`config.mk`:
```
export PLATFORM = sky130hd
export DESIGN_NAME = seg_score_display_flat
export DESIGN_NICKNAME = d
export VERILOG_FILES = /design/src/rtl/seg_score_display_if.sv /design/src/rtl/seg_score_display.sv /design/src/flat_wrapper.sv
export SDC_FILE = /design/constraint.sdc
export NUM_CORES = 1
export LEC_CHECK = 0
export ABC_CLOCK_PERIOD_IN_PS = 3750
export BUFFER_PORTS_ARGS = -buffer_cell sky130_fd_sc_hd__buf_2
export CORE_ASPECT_RATIO = 1.25
export CORE_MARGIN = 3
export CORE_UTILIZATION = 55
export DETAILED_ROUTE_END_ITERATION = 10
export GPL_TIMING_DRIVEN = 1
export PLACE_DENSITY = 0.74
export SYNTH_ARGS = -nofsm -noshare
export SYNTH_HDL_FRONTEND = slang
export SYNTH_SLANG_ARGS = --single-unit
```
`constraint.sdc`:
```
create_clock -name clk -period 3.75 [get_ports clk]
set_input_delay 0.375 -clock clk [delete_from_list [all_inputs] [get_ports clk]]
set_output_delay 0.375 -clock clk [all_outputs]
set_load 0.05 [all_outputs]
```
`src/rtl/seg_score_display_if.sv`:
```
// rtl/seg_score_display_if.sv - score input and 7-segment display bundle
interface seg_score_display_if;
   logic       segclk;
   logic [9:0] score;
   logic [6:0] seg;
   logic [3:0] an;
   logic       dp;
   logic       busy;

   // display driver side: consumes strobe and score, drives the panel
   modport master (
      input  segclk,
      input  score,
      output seg,
      output an,
      output dp,
      output busy
   );

   // source side: supplies strobe and score, observes the panel
   modport slave (
      output segclk,
      output score,
      input  seg,
      input  an,
      input  dp,
      input  busy
   );
endinterface

```
`src/rtl/seg_score_display.sv`:
```
// rtl/seg_score_display.sv - binary score to multiplexed 4-digit 7-segment display
module seg_score_display #(
   parameter int BLANK_LEADING = 1,
   parameter int SYNC_STAGES   = 2
) (
   input  logic                 clk,
   input  logic                 clr,
   seg_score_display_if.master  bus
);

   localparam logic [1:0] IDLE   = 2'd0;
   localparam logic [1:0] SHIFT  = 2'd1;
   localparam logic [1:0] COMMIT = 2'd2;

   logic [SYNC_STAGES-1:0] sync;
   logic                   sync_d1;
   logic                   tick;

   logic [1:0]  state;
   logic [9:0]  bin;
   logic [15:0] bcd;
   logic [15:0] bcd_adj;
   logic [3:0]  cnt;
   logic        busy_r;
   logic [15:0] digits;

   logic [1:0]  idx;
   logic [6:0]  seg_r;
   logic [3:0]  an_r;
   logic [3:0]  cur_digit;
   logic        blank;
   logic [6:0]  seg_next;

   function automatic logic [6:0] seg_enc(input logic [3:0] d);
      case (d)
         4'd0:    seg_enc = 7'h40;
         4'd1:    seg_enc = 7'h79;
         4'd2:    seg_enc = 7'h24;
         4'd3:    seg_enc = 7'h30;
         4'd4:    seg_enc = 7'h19;
         4'd5:    seg_enc = 7'h12;
         4'd6:    seg_enc = 7'h02;
         4'd7:    seg_enc = 7'h78;
         4'd8:    seg_enc = 7'h00;
         4'd9:    seg_enc = 7'h10;
         default: seg_enc = 7'h7F;
      endcase
   endfunction

   // bring segclk into the clk domain and keep one extra flop for edge detection
   always_ff @(posedge clk or negedge clr) begin
      if (!clr) begin
         sync    <= '0;
         sync_d1 <= 1'b0;
      end else begin
         sync    <= {sync[SYNC_STAGES-2:0], bus.segclk};
         sync_d1 <= sync[SYNC_STAGES-1];
      end
   end

   assign tick = sync[SYNC_STAGES-1] & ~sync_d1;

   // double-dabble correction: every nibble of 5 or more gets +3 before the shift
   always_comb begin
      bcd_adj = bcd;
      for (int i = 0; i < 4; i++) begin
         if (bcd[4*i +: 4] >= 4'd5) begin
            bcd_adj[4*i +: 4] = bcd[4*i +: 4] + 4'd3;
         end
      end
   end

   // conversion FSM; digits only change in COMMIT so the panel never sees partial results
   always_ff @(posedge clk or negedge clr) begin
      if (!clr) begin
         state  <= IDLE;
         bin    <= '0;
         bcd    <= '0;
         cnt    <= '0;
         busy_r <= 1'b0;
         digits <= '0;
      end else begin
         case (state)
            IDLE: begin
               if (tick) begin
                  bin    <= bus.score;
                  bcd    <= '0;
                  cnt    <= '0;
                  busy_r <= 1'b1;
                  state  <= SHIFT;
               end
            end
            SHIFT: begin
               {bcd, bin} <= {bcd_adj, bin} << 1;
               cnt        <= cnt + 4'd1;
               if (cnt == 4'd9) begin
                  state <= COMMIT;
               end
            end
            COMMIT: begin
               digits <= bcd;
               busy_r <= 1'b0;
               state  <= IDLE;
            end
            default: state <= IDLE;
         endcase
      end
   end

   // select the digit under the scan index and apply leading-zero blanking
   always_comb begin
      cur_digit = digits[3:0];
      blank     = 1'b0;
      case (idx)
         2'd0: begin
            cur_digit = digits[3:0];
            blank     = 1'b0;
         end
         2'd1: begin
            cur_digit = digits[7:4];
            blank     = (digits[15:4] == 12'd0);
         end
         2'd2: begin
            cur_digit = digits[11:8];
            blank     = (digits[15:8] == 8'd0);
         end
         default: begin
            cur_digit = digits[15:12];
            blank     = (digits[15:12] == 4'd0);
         end
      endcase
      seg_next = (blank && (BLANK_LEADING != 0)) ? 7'h7F : seg_enc(cur_digit);
   end

   // scan: each tick presents the current digit and moves the index on
   always_ff @(posedge clk or negedge clr) begin
      if (!clr) begin
         idx   <= 2'd0;
         seg_r <= 7'h7F;
         an_r  <= 4'hF;
      end else if (tick) begin
         seg_r <= seg_next;
         an_r  <= ~(4'b0001 << idx);
         idx   <= idx + 2'd1;
      end
   end

   assign bus.seg  = seg_r;
   assign bus.an   = an_r;
   assign bus.dp   = 1'b1;
   assign bus.busy = busy_r;

endmodule

```
`src/flat_wrapper.sv`:
```
// flat-port wrapper written by rule: the top's interface ports become plain ports
module seg_score_display_flat 
#(
   parameter int BLANK_LEADING = 1,
   parameter int SYNC_STAGES   = 2
)
  (clk, clr, bus_segclk, bus_score, bus_seg, bus_an, bus_dp, bus_busy);
  seg_score_display_if bus_i ();
  input  logic clk;
  input  logic clr;
  input wire logic [$bits(bus_i.segclk)-1:0] bus_segclk;
  input wire logic [$bits(bus_i.score)-1:0] bus_score;
  output wire logic [$bits(bus_i.seg)-1:0] bus_seg;
  output wire logic [$bits(bus_i.an)-1:0] bus_an;
  output wire logic [$bits(bus_i.dp)-1:0] bus_dp;
  output wire logic [$bits(bus_i.busy)-1:0] bus_busy;
  assign bus_i.segclk = bus_segclk;
  assign bus_i.score = bus_score;
  assign bus_seg = bus_i.seg;
  assign bus_an = bus_i.an;
  assign bus_dp = bus_i.dp;
  assign bus_busy = bus_i.busy;
  seg_score_display #(.BLANK_LEADING(BLANK_LEADING), .SYNC_STAGES(SYNC_STAGES)) u_core (.clk(clk), .clr(clr), .bus(bus_i));
endmodule
```
# --- After elaboration in Yosys (flattened, before gate mapping) ---
# Memories as Yosys holds them, arrays and structs flattened.
# Index checks and enable logic that the tools add are counted.
op_classes:
  addsub: 6
  n_mul: 0
  n_div: 0
  n_lt_le_gt_ge: 4
  eq_ne: 7
  shifts: 1
  muxes: 18
  n_bitwise: 3
  reduce_logical: 10
op_table:
  columns: ["cell", "count"]
  rows:
  - ["case mux 16 bit (2 select lines)", 1]
  - ["case mux 10 bit (2 select lines)", 1]
  - [">= comparator 4 x 3 -> 1 bit, second input constant", 4]
  - ["two-way mux 16 bit", 1]
  - ["two-way mux 4 bit", 4]
  - ["adder 4 x 2 -> 4 bit, second input constant", 3]
  - ["zero test 12 bit", 1]
  - ["case mux 4 bit (3 select lines)", 1]
  - ["two-way mux 10 bit", 1]
  - ["zero test 8 bit", 1]
  - ["case mux 4 bit (2 select lines)", 1]
  - ["two-way mux 7 bit", 1]
  - ["AND reduction 2 bit", 3]
  - ["adder 4 x 1 -> 4 bit, second input constant", 1]
  - ["== test 2 x 1 -> 1 bit, second input constant", 2]
  - ["== test 2 bit, second input constant", 2]
  - ["== test 4 bit, second input constant", 1]
  - ["zero test 2 bit", 2]
  - ["zero test 4 bit", 1]
  - ["two-way mux 2 bit", 2]
  - ["inequality test 2 x 1 -> 1 bit, second input constant", 2]
  - ["inverter 4 bit", 1]
  - ["case mux 2 bit (2 select lines)", 1]
  - ["nonzero test 2 bit", 2]
  - ["other kinds (9)", 9]
totals:
  reg_bits: 65
  latch_bits: 0
  ramBits: 0
  rom_bits: 112
  input_bits: 13
  out_inout_bits: 13
  word_cells: 61
  mem_count: 1
memory_table:
  columns: ["memory", "words", "width", "rd", "rd_clocked_by_memory_dff", "wr", "line_no", "rtl"]
  rows:
  - ["(no name shown)", 16, 7, 1, 0, 0, "seg_score_display.sv:35", "case (d)"]

# --- Depth between registers and ports, before layout ---
# Gate-level depths: netlist of the first run.
depth:
  ltp_word: 4
  ltp_mapped: 9
  depth_no_buf: 9

# --- Worst setup path after synthesis of the first run ---
# OpenSTA, ideal clock, no wires.
synth_path:
  path_kind: "register -> register"
  startpoint: "reg u_core.idx[0]"
  endpoint: "reg u_core.seg_r[1] (netlist: u_core.bus.seg[1])"
  setup_ns: 0.073
  arrival_ns: 1.940
  required_ns: 3.677
  slack_ns: 1.737
  stages_incl_launch_ff: 8
  n_path_buf: 0
  period_less_slack_ns: 2.013
  path_cell_list: "dfrtp_1 -> inv_1 -> ha_1 -> a222oi_1 -> mux2i_1 -> ha_1 -> or2_2 -> a21oi_1"
synth_between:
  elab_chain_cells: 4
  word_cells_on_any_way: 7
  cone_classes: "eq/ne (2); mux (3); reduce/logical (1); memory (1)"
synth_rtl:
  columns: ["item", "line_no", "rtl"]
  rows:
  - ["from (decl)", "seg_score_display.sv:27", "logic [1:0] idx;"]
  - ["from (signal assigned)", "seg_score_display.sv:144", "idx <= idx + 2'd1;"]
  - ["== test 2 bit, or another cell as far along", "seg_score_display.sv:114", "case (idx)"]
  - ["case mux 4 bit (3 select lines)", "seg_score_display.sv:114", null]
  - ["memory (16 x 7 bit)", null, null]
  - ["two-way mux 7 bit (*)", "seg_score_display.sv:132", "seg_next = (blank && (BLANK_LEADING != 0)) ? 7'h7F : seg_enc(cur_digit);"]
  - ["to (signal assigned)", "seg_score_display.sv:142", "seg_r <= seg_next;"]
  - ["to (decl)", "seg_score_display.sv:28", "logic [6:0] seg_r;"]
# Every way passes the cells marked *; elsewhere a longest branch is shown, timed or not.
# A chain may end at the register's enable or synchronous reset.

# --- Worst setup path in the final report of the first run ---
layout_path:
  startpoint: "reg u_core.idx[0]"
  endpoint: "reg u_core.seg_r[5] (netlist: u_core.bus.seg[5])"
# Same word-level chain as after synthesis.

==> impl_metrics.py, run 1 <==
metrics = {
    "synth": {
        "netlist.area_leader.share": 0.428,
        "synth_cell_types": 41,
        "yosys.area.top_type": "dfrtp_1",
        "syn_area_per_cell_um2": 10.8,
        "synth_seq_cells": 65,
        "synthTopCellsByArea": "dfrtp_1, dfstp_2, ha_1",
        "synthesis.nets": 322,
        "synth_seq_area_share": 0.520,
        "synthCells": 291,
        "synth_warnings": 0,
        "synth.cell_area_mm2": 0.00315,
    },
    "critical_path": {
        "slowest_delay_ns": 0.41,
        "slowest_stage": "dfrtp_1",
        "worstPathMaxFanout": 6,
        "crit_arrival_ns": 2.55,
        "cp_top_family": "compound AO/OA/AOI/OAI gates",
        "reg2reg_to": "u_core.bus.seg[5]$_DFFE_PN1P_",
        "required_ns": 4.02,
        "r2r-start": "u_core.idx[0]$_DFFE_PN0P_",
        "cp_cell_sequence": "inv_1 -> ha_1 -> a222oi_1 -> mux2_2 -> inv_1 -> ha_1 -> nor3_1 -> a31oi_1 -> o22a_1",
        "reg2reg_depth": 9,
        "path_buf_inv": 2,
        "reg2reg_slack_ns": 1.48,
        "start_kind": "flop",
        "cp-end-kind": "flop",
        "crit_type": "flop to flop",
    },
    "clocking": {
        "htree_levels": 3,
        "clk-insertion-delay-late_ns": 0.34,
        "cts_tree": "yes",
        "cts_resized": 0,
        "cts_setup_buffers": 0,
        "clock-sinks": 65,
        "cts.root.buffer_cell": "clkbuf_8",
        "clock_path_buffers": 2,
        "numCtsBuffers": 9,
        "ctsHoldBuffers": 0,
        "clkTransAtPathRegs_ns": 0.07,
    },
    "timing": {
        "finClkSkew_ns": 0.00732,
        "fmax_mhz": 440,
        "max_slew_margin": 0.417,
        "final.period_utilization": 0.606,
        "rsz0062_at_grt": "no",
        "finalHoldViolations": 0,
        "worst_pin_slew_ns": 0.874,
        "maxSlewViolCount": 0,
        "fin_crit_ns": 2.27,
        "tns_ns": 0,
        "setup_violations": 0,
    },
    "route": {
        "drc": 0,
        "drtIter0Drc": 137,
        "highest_layer": "met4",
        "routed_wl_mm": 6.02,
        "vias": 2266,
        "m1WireLength_mm": 2.62,
        "route.met3.wl_um": 232,
        "viasPerCell": 5.87,
        "antenna_left": 0,
        "dr_wl_met2_mm": 3.05,
        "drtPass1Iterations": 5,
        "wl_per_cell_um": 15.6,
    },
    "finish": {
        "final_common_cell": "dfrtp_1",
        "seqCellArea_mm2": 0.00164,
        "multi_input_area_mm2": 0.00139,
        "nFillCells": 432,
        "final_cell_mix": "dfrtp_1, o21ai_0, nand2_1, buf_2, ha_1",
        "drive_gt1_frac": 0.230,
        "insertedDiodeCount": 0,
        "syn_to_final_growth_pct": 13.9,
        "finish.utilization": 0.655,
        "fin_nets": 348,
    },
    "floorplanning": {
        "rows": 30,
        "ios": 26,
        "fp.dieW_um": 73.7,
        "coreArea_mm2": 0.00548,
        "die-area_mm2": 0.00669,
        "die_h_um": 90.7,
        "initial_core_util": 0.576,
    },
    "hold_path": {
        "min_path_type": "input pin to flop",
        "min_path_cells": 1,
        "min_to": "u_core.sync[0]$_DFF_PN0_",
        "hold_start": "bus_segclk",
    },
    "run": {
        "cap_viol_max_count": 0,
    },
    "place": {
        "portBuffers": 24,
        "gp_congestion": 0.875,
        "dpl.hpwl_mm": 4.20,
    },
    "global_route": {
        "grt_pass1_vias": 2262,
        "grt_max_degree": 42,
        "grt.overflow.total": 0,
        "grt_pass1_wl_mm": 10.6,
        "grtUsageTotal": 0.202,
        "antenna_found_initial": 0,
    },
    "power": {
        "ir_drop_mv": 0.547,
        "power_density_mw_per_mm2": 916,
        "p_leak_nw": 1.64,
    },
    "run_status": {
        "status": "finished clean",
    },
}
[per-layer routing]
metal,up-vias,GRT usage
li1,1105,-
met1,1107,0.266
met2,43,0.321
met3,11,0.0412
met4,0,0.0816
met5,-,0
[cell usage after synthesis, drive strengths merged]
library cell and n:
a2111oi 1, a21o 1, a21oi 9, a222oi 4, a22o 6, a22oi 15, a31oi 5, a32o 4
a32oi 1, a41oi 1, buf 5, clkbuf 10, conb 1, dfrtp 54, dfstp 11, ha 18
inv 17, mux2 15, mux2i 2, nand2 24, nand2b 7, nand3 1, nand3b 1, nor2 14
nor2b 3, nor3 5, nor4 2, o21ai 27, o22a 3, o22ai 5, o31ai 4, o32ai 3
or2 3, xnor2 5, xor2 4
[metrics by stage]
step	std cells	hold WS [ns]	worst slack (ns)	cell area (µm²)	total power [mW]
2_1_floorplan	291	0.0794	1.74	3150	2.23
3_3_place_gp	370	0.334	1.61	3330	2.50
3_5_place_dp	370	0.362	1.51	3330	2.53
4_1_cts	386	0.125	1.49	3590	3.31
5_1_grt	386	0.132	1.25	3590	3.54
6_report	386	0.134	1.48	3590	3.29
[state kept, by name (all words and copies together) (netlist names)]
| signal | cells |
|---|---|
| u_core.bcd | 16 |
| u_core.bin | 10 |
| u_core.bus.an | 4 |
| u_core.bus.busy | 1 |
| u_core.bus.seg | 7 |
| u_core.cnt | 4 |
| u_core.digits | 16 |
| u_core.idx | 2 |
| u_core.state | 2 |
| u_core.sync | 2 |
| u_core.sync_d1 | 1 |
[power breakdown]
| group | internal (mW) | total [mW] | switching [mW] |
|---|---|---|---|
| clock | 0.507 | 0.773 | 0.266 |
| sequential | 1.00 | 1.23 | 0.231 |
| combinational | 0.519 | 1.29 | 0.768 |
[cell type report]
cell class / count / area share
clock buffers: 10 / 0.0355
repair buffers: 30 / 0.0460
multi-input cells: 194 / 0.386
well taps: 64 / 0.0223
clock inverters: 6 / 0.0362
inverters: 17 / 0.0178
flip-flops and latches: 65 / 0.457
[worst max path at each step]
stage                              startpoint                             to  depth (start not counted)
global route        u_core.idx[0]$_DFFE_PN0P_  u_core.bus.seg[5]$_DFFE_PN1P_                          8
detailed placement  u_core.idx[0]$_DFFE_PN0P_  u_core.bus.seg[1]$_DFFE_PN1P_                          7
CTS                 u_core.idx[0]$_DFFE_PN0P_  u_core.bus.seg[1]$_DFFE_PN1P_                          7
floorplan           u_core.idx[0]$_DFFE_PN0P_  u_core.bus.seg[1]$_DFFE_PN1P_                          7
global placement    u_core.idx[0]$_DFFE_PN0P_  u_core.bus.seg[1]$_DFFE_PN1P_                          7
finish              u_core.idx[0]$_DFFE_PN0P_  u_core.bus.seg[5]$_DFFE_PN1P_                          9
[cells by family after synthesis]
group | count (synthesis) | share of synthesized area
fa+ha+maj | 18 | 0.0714
compound gates | 89 | 0.192
other cells | 1 | 0.00119
flops | 65 | 0.520
buf+inv | 32 | 0.0409
xor+xnor | 9 | 0.0250
simple gates | 60 | 0.0900
mux | 17 | 0.0599
(Power assumes the default switching activity.)
==> run 2, diff against run 1 <==
--- a/config.mk
+++ b/config.mk
@@ -5,7 +5,8 @@
 export SDC_FILE = /design/constraint.sdc
 export NUM_CORES = 1
 export LEC_CHECK = 0
-export ABC_CLOCK_PERIOD_IN_PS = 3750
+export ABC_AREA = 1
+export ABC_CLOCK_PERIOD_IN_PS = 2100
 export BUFFER_PORTS_ARGS = -buffer_cell sky130_fd_sc_hd__buf_2
 export CORE_ASPECT_RATIO = 1.25
 export CORE_MARGIN = 3
==> constraint.sdc (replaced) <==
create_clock -name clk -period 2.1 [get_ports clk]
set_input_delay 0.21 -clock clk [delete_from_list [all_inputs] [get_ports clk]]
set_output_delay 0.21 -clock clk [all_outputs]
set_load 0.05 [all_outputs]
==> impl_metrics.py, run 2 <==
metrics = {
    "route": {
        "viasPerCell": 5.30,
        "drtPass1Iterations": 4,
        "routed_wl_mm": 6.12,
        "antenna_left": 0,
        "drtIter0Drc": 149,
        "wl_per_cell_um": 12.6,
        "vias": 2563,
        "drc": 0,
    },
    "synth": {
        "ys_dominant_reg_cell": "dfrtp_1",
        "synth_warnings": 0,
        "synth_seq_area_share": 0.504,
        "synth_cell_types": 33,
        "synth_seq_cells": 65,
        "syn_area_per_cell_um2": 8.56,
        "synthTopCellsByArea": "dfrtp_1, nand2_1, dfstp_2",
        "synthArstFlopShare": 1.00,
        "synth-edff-count": 0,
        "synth.cell_area_mm2": 0.00325,
        "yosys-top-cells-count": "nand2_1, dfrtp_1, inv_1",
        "netlist.area_leader.share": 0.415,
        "synthesis.nets": 411,
        "synth.most_common_cell": "nand2_1",
        "synthCells": 380,
        "yosys.area.top_type": "dfrtp_1",
    },
    "critical_path": {
        "worstPathMaxFanout": 7,
        "slowest_stage": "dfrtp_2",
        "cp_top_family": "adder cells",
        "crit_arrival_ns": 2.18,
        "required_ns": 2.38,
        "r2r-start": "u_core.idx[0]$_DFFE_PN0P_",
        "reg2reg_to": "u_core.bus.seg[3]$_DFFE_PN1P_",
        "cp-end-kind": "flop",
        "start_kind": "flop",
        "slowest_delay_ns": 0.46,
        "crit_type": "flop to flop",
        "reg2reg_depth": 10,
        "reg2reg_slack_ns": 0.20,
        "path_buf_inv": 2,
        "cp_cell_sequence": "ha_2 -> inv_2 -> nand2_1 -> o21bai_2 -> inv_1 -> ha_1 -> nand2_1 -> a21oi_1 -> nor2_1 -> nor2_1",
    },
    "floorplanning": {
        "initial_core_util": 0.582,
        "coreArea_mm2": 0.00559,
        "rows": 30,
        "ios": 26,
        "die_h_um": 92,
        "fp.dieW_um": 74.8,
        "die-area_mm2": 0.00688,
    },
    "place": {
        "portBuffers": 24,
        "dpl.hpwl_mm": 4.42,
        "dp_slack_ns": 0.177,
        "placed_area_mm2": 0.00344,
        "gp_congestion": 0.886,
    },
    "timing": {
        "rsz0062_at_grt": "no",
        "setup_slack_ns": 0.196,
        "worst_pin_slew_ns": 0.562,
        "finalHoldViolations": 0,
        "final.period_utilization": 0.906,
        "fin_crit_ns": 1.90,
        "setup_violations": 0,
        "maxSlewViolCount": 0,
        "max_slew_margin": 0.625,
        "tns_ns": 0,
        "finClkSkew_ns": 0.00853,
        "fmax_mhz": 525,
    },
    "finish": {
        "seqCellArea_mm2": 0.00164,
        "fin_nets": 446,
        "insertedDiodeCount": 0,
        "final_common_cell": "nand2_1",
        "finish.utilization": 0.666,
        "syn_to_final_growth_pct": 14.4,
        "stdcell_area_mm2": 0.00372,
        "multi_input_area_mm2": 0.00140,
        "final_cell_mix": "nand2_1, dfrtp_1, inv_1, nor2_1, o21ai_1",
        "drive_gt1_frac": 0.183,
        "nFillCells": 466,
        "top_regs": "u_core.bcd (16), u_core.digits (16), u_core.bin (10)",
    },
    "power": {
        "ir_drop_mv": 1.09,
        "power_density_mw_per_mm2": 1690,
        "total_power_mw": 6.28,
        "p_leak_nw": 1.83,
    },
    "global_route": {
        "antenna_found_initial": 0,
        "grt_max_degree": 47,
        "grt.overflow.total": 0,
        "grtUsageTotal": 0.203,
        "grt_pass1_vias": 2582,
        "grt_pass1_wl_mm": 10.9,
    },
    "clocking": {
        "clock_path_buffers": 2,
        "cts_tree": "yes",
        "clock-sinks": 65,
        "clkTransAtPathRegs_ns": 0.07,
        "htree_levels": 3,
        "numCtsBuffers": 9,
        "cts.root.buffer_cell": "clkbuf_8",
        "clk-insertion-delay-late_ns": 0.34,
    },
    "hold_path": {
        "hold_start": "bus_score[5]",
        "min_path_cells": 3,
        "min_path_type": "input pin to flop",
        "min_to": "u_core.bin[5]$_DFFE_PN0P_",
    },
    "run": {
        "cap_viol_max_count": 0,
    },
    "run_status": {
        "status": "finished clean",
    },
}
==> run 2: cell count changes after synthesis, moves of 6 or more <==
| cell | before | now |
|---|---|---|
| inv_1 | 17 | 47 |
| nor2_1 | 13 | 43 |
| o21ai_1 | 1 | 26 |
| a22o_1 | 6 | 0 |
| mux2_2 | 15 | 0 |
| clkbuf_1 | 10 | 4 |
| a22oi_1 | 15 | 5 |
| nand2b_1 | 6 | 0 |
| nand2_1 | 24 | 85 |
| nand3_1 | 1 | 8 |
==> run 2: logic make-up (layout without fill, tap and decap cells) <==
group,Yosys count,after routing,share of synthesized area
xor+xnor,6,6,0.0161
compound gates,83,83,0.147
fa+ha+maj,18,18,0.0692
buf+inv,62,102,0.0792
simple gates,145,145,0.183
flops,65,65,0.504
other cells,1,1,0.00115
==> run 2: worst max path at each step <==
| stage | startpoint | to | cells after the start |
|---|---|---|---|
| 3_5_place_dp | u_core.idx[0]$_DFFE_PN0P_ | u_core.bus.seg[1]$_DFFE_PN1P_ | 11 |
| 6_report | u_core.idx[0]$_DFFE_PN0P_ | u_core.bus.seg[3]$_DFFE_PN1P_ | 10 |
| 5_1_grt | u_core.idx[0]$_DFFE_PN0P_ | u_core.bus.seg[6]$_DFFE_PN1P_ | 12 |
| 2_1_floorplan | u_core.idx[0]$_DFFE_PN0P_ | u_core.bus.seg[3]$_DFFE_PN1P_ | 10 |
| 4_1_cts | u_core.idx[0]$_DFFE_PN0P_ | u_core.bus.seg[1]$_DFFE_PN1P_ | 11 |
| 3_3_place_gp | u_core.idx[0]$_DFFE_PN0P_ | u_core.bus.seg[1]$_DFFE_PN1P_ | 11 |
==> run 2: worst min-delay path: cells and delay by family <==
family | cells | cell delay [ns]
buffers and inverters | 1 | 0.08
and+or+nand+nor | 1 | 0.05
AOI/OAI and AO/OA | 1 | 0.05
==> run 2: metrics by stage <==
step / hold WS, ns / cells
floorplan: -0.0856 / 380
global placement: 0.190 / 463
detailed placement: 0.184 / 463
CTS: 0.0751 / 481
global route: 0.0868 / 484
finish: 0.0863 / 484
==> run 2: power by group <==
part	switching [mW]	internal, mW	total (mW)
Sequential	0.383	1.85	2.23
Combinational	1.95	1.09	3.04
Clock	0.457	0.554	1.01
Total	2.79	3.49	6.28
==> run 2: metal layers <==
metal / up-vias / global-route usage / part of all wire
li1: 1292 / - / -
met1: 1207 / 0.241 / 0.43
met2: 52 / 0.337 / 0.51
met3: 12 / 0.0581 / 0.038
met4: 0 / 0.0890 / 0.024
met5: - / 0 / 0
==> run 2: layout make-up <==
cell class,count,area share
Clock buffer,14,0.0491
Clock inverter,2,0.00269
Inverter,52,0.0531
Multi-Input combinational cell,253,0.375
Sequential cell,65,0.441
Tap cell,64,0.0215
Timing Repair Buffer,34,0.0571
==> run 2: what timing repair did <==
item | 4_1_cts | 5_1_grt
gates resized for setup | 0 | 11
buffers inserted | 0 | 3
hold endpoints to repair | 9 | 0
hold buffers | 2 | 0
endpoints found under the setup margin | 0 | 6
==> run 3, diff against run 2 <==
--- a/config.mk
+++ b/config.mk
@@ -8,9 +8,10 @@
 export ABC_AREA = 1
 export ABC_CLOCK_PERIOD_IN_PS = 2100
 export BUFFER_PORTS_ARGS = -buffer_cell sky130_fd_sc_hd__buf_2
-export CORE_ASPECT_RATIO = 1.25
+export CORE_ASPECT_RATIO = 1.2
 export CORE_MARGIN = 3
 export CORE_UTILIZATION = 55
+export CTS_CLUSTER_SIZE = 16
 export DETAILED_ROUTE_END_ITERATION = 10
 export GPL_TIMING_DRIVEN = 1
 export PLACE_DENSITY = 0.74
==> impl_metrics.py, run 3 (synthesis gave the netlist of run 2 again) <==
metrics = {
    "run_status": {
        "status": "finished clean",
    },
    "clocking": {
        "clk-insertion-delay-late_ns": 0.35,
        "clkTransAtPathRegs_ns": 0.08,
        "clock-sinks": 65,
        "cts_tree": "yes",
        "cts.root.buffer_cell": "clkbuf_8",
        "numCtsBuffers": 9,
        "htree_levels": 3,
        "clock_path_buffers": 2,
    },
    "route": {
        "drc": 0,
        "viasPerCell": 5.22,
        "drtPass1Iterations": 5,
        "routed_wl_mm": 6.53,
        "drtIter0Drc": 183,
        "vias": 2605,
        "wl_per_cell_um": 13.1,
        "antenna_left": 0,
    },
    "critical_path": {
        "r2r-start": "u_core.idx[0]$_DFFE_PN0P_",
        "required_ns": 2.39,
        "reg2reg_to": "u_core.bus.seg[3]$_DFFE_PN1P_",
        "cp_cell_sequence": "ha_2 -> inv_2 -> nand2_1 -> o21bai_2 -> inv_1 -> ha_1 -> nand2_1 -> a21oi_1 -> nor2_1 -> nor2_1",
        "slowest_stage": "dfrtp_2",
        "crit_arrival_ns": 2.22,
        "worstPathMaxFanout": 7,
        "reg2reg_slack_ns": 0.17,
        "reg2reg_depth": 10,
        "start_kind": "flop",
        "slowest_delay_ns": 0.47,
        "crit_type": "flop to flop",
        "cp-end-kind": "flop",
    },
    "finish": {
        "final_cell_mix": "nand2_1, dfrtp_1, inv_1, nor2_1, o21ai_1",
        "nFillCells": 474,
        "instances_no_fill": 499,
        "insertedDiodeCount": 0,
        "fin_nets": 445,
        "final_common_cell": "nand2_1",
        "drive_gt1_frac": 0.184,
        "syn_to_final_growth_pct": 15.5,
        "top_regs": "u_core.bcd (16), u_core.digits (16), u_core.bin (10)",
    },
    "floorplanning": {
        "ios": 26,
        "die-area_mm2": 0.00688,
        "coreArea_mm2": 0.00571,
        "rows": 30,
        "fp.dieW_um": 76.2,
        "die_h_um": 90.3,
        "initial_core_util": 0.570,
    },
    "global_route": {
        "grt_pass1_vias": 2644,
        "grt.overflow.total": 0,
        "grt_max_degree": 43,
        "grt_pass1_wl_mm": 11.2,
        "antenna_found_initial": 0,
        "grtUsageTotal": 0.204,
    },
    "timing": {
        "setup_violations": 0,
        "max_slew_margin": 0.615,
        "worst_pin_slew_ns": 0.577,
        "fin_crit_ns": 1.93,
        "maxSlewViolCount": 0,
        "finalHoldViolations": 0,
        "final.period_utilization": 0.920,
        "fmax_mhz": 517,
        "finClkSkew_ns": 0.0107,
    },
    "place": {
        "portBuffers": 24,
        "gp_congestion": 0.884,
        "dp_cells": 479,
        "dpl.hpwl_mm": 4.37,
    },
    "power": {
        "ir_drop_mv": 0.896,
        "p_leak_nw": 1.83,
        "total_power_mw": 6.45,
        "power_density_mw_per_mm2": 1720,
    },
    "hold_path": {
        "min_path_cells": 3,
        "hold_start": "bus_score[0]",
        "min_to": "u_core.bin[0]$_DFFE_PN0P_",
        "min_path_type": "input pin to flop",
    },
    "run": {
        "cap_viol_max_count": 0,
    },
}
## run 3: worst max-delay path, delay by kind of cell, from the launching register on
family,cells,cell delay [ns]
adder cells (fa/ha/maj),2,0.56
buffers and inverters,2,0.23
AO/OA/AOI/OAI,2,0.35
flip-flops,1,0.47
AND/OR/NAND/NOR,4,0.27
## run 3: power by group
group / switching, mW / total, mW / internal (mW) / leakage [nW]
clock network: 0.493 / 1.16 / 0.667 / 0.106
logic: 1.96 / 3.05 / 1.08 / 0.925
registers: 0.403 / 2.25 / 1.85 / 0.800
## run 3: what timing repair did
item / CTS / global route
endpoints found under the hold margin: 14 / 0
gates resized for setup: 0 / 12
setup endpoints to repair: 0 / 4
hold buffers: 2 / 0
buffers inserted: 0 / 2
## run 3: worst max-delay path by stage
stage                                    from                       endpoint  cells past startpoint
finish              u_core.idx[0]$_DFFE_PN0P_  u_core.bus.seg[3]$_DFFE_PN1P_                     10
global route        u_core.idx[0]$_DFFE_PN0P_  u_core.bus.seg[3]$_DFFE_PN1P_                     10
CTS                 u_core.idx[0]$_DFFE_PN0P_  u_core.bus.seg[1]$_DFFE_PN1P_                     11
detailed placement  u_core.idx[0]$_DFFE_PN0P_  u_core.bus.seg[1]$_DFFE_PN1P_                     11
global placement    u_core.idx[0]$_DFFE_PN0P_  u_core.bus.seg[1]$_DFFE_PN1P_                     11
floorplan           u_core.idx[0]$_DFFE_PN0P_  u_core.bus.seg[3]$_DFFE_PN1P_                     10
## run 3: stage by stage
step           instance area [µm²]  TNS (ns)  utilization  setup WS (ns)  hold slack, ns
3_3_place_gp                  3460         0        0.607          0.252           0.235
6_report                      3760         0        0.659          0.167          0.0730
4_1_cts                       3700         0        0.649          0.109          0.0582
3_5_place_dp                  3460         0        0.607          0.147           0.238
5_1_grt                       3760   -0.0409        0.659        -0.0366          0.0787
2_1_floorplan                 3250         0            -          0.360         -0.0856
## run 3: area by class of cell
class                      instances  area [µm²]  share of cell area
clock buffer                       9         124              0.0329
timing repair buffer              33         205              0.0546
tap                               80         100              0.0266
clock inverter                     7        93.8              0.0250
sequential                        65        1640               0.437
inverter                          52         198              0.0526
multi-input combinational        253        1400               0.371
## run 3: metal layers
layer,vias up,share of wire,global-route usage
met4,0,0.025,0.107
met2,56,0.51,0.363
met3,15,0.042,0.0479
li1,1293,-,-
met5,-,0,0
met1,1241,0.42,0.225
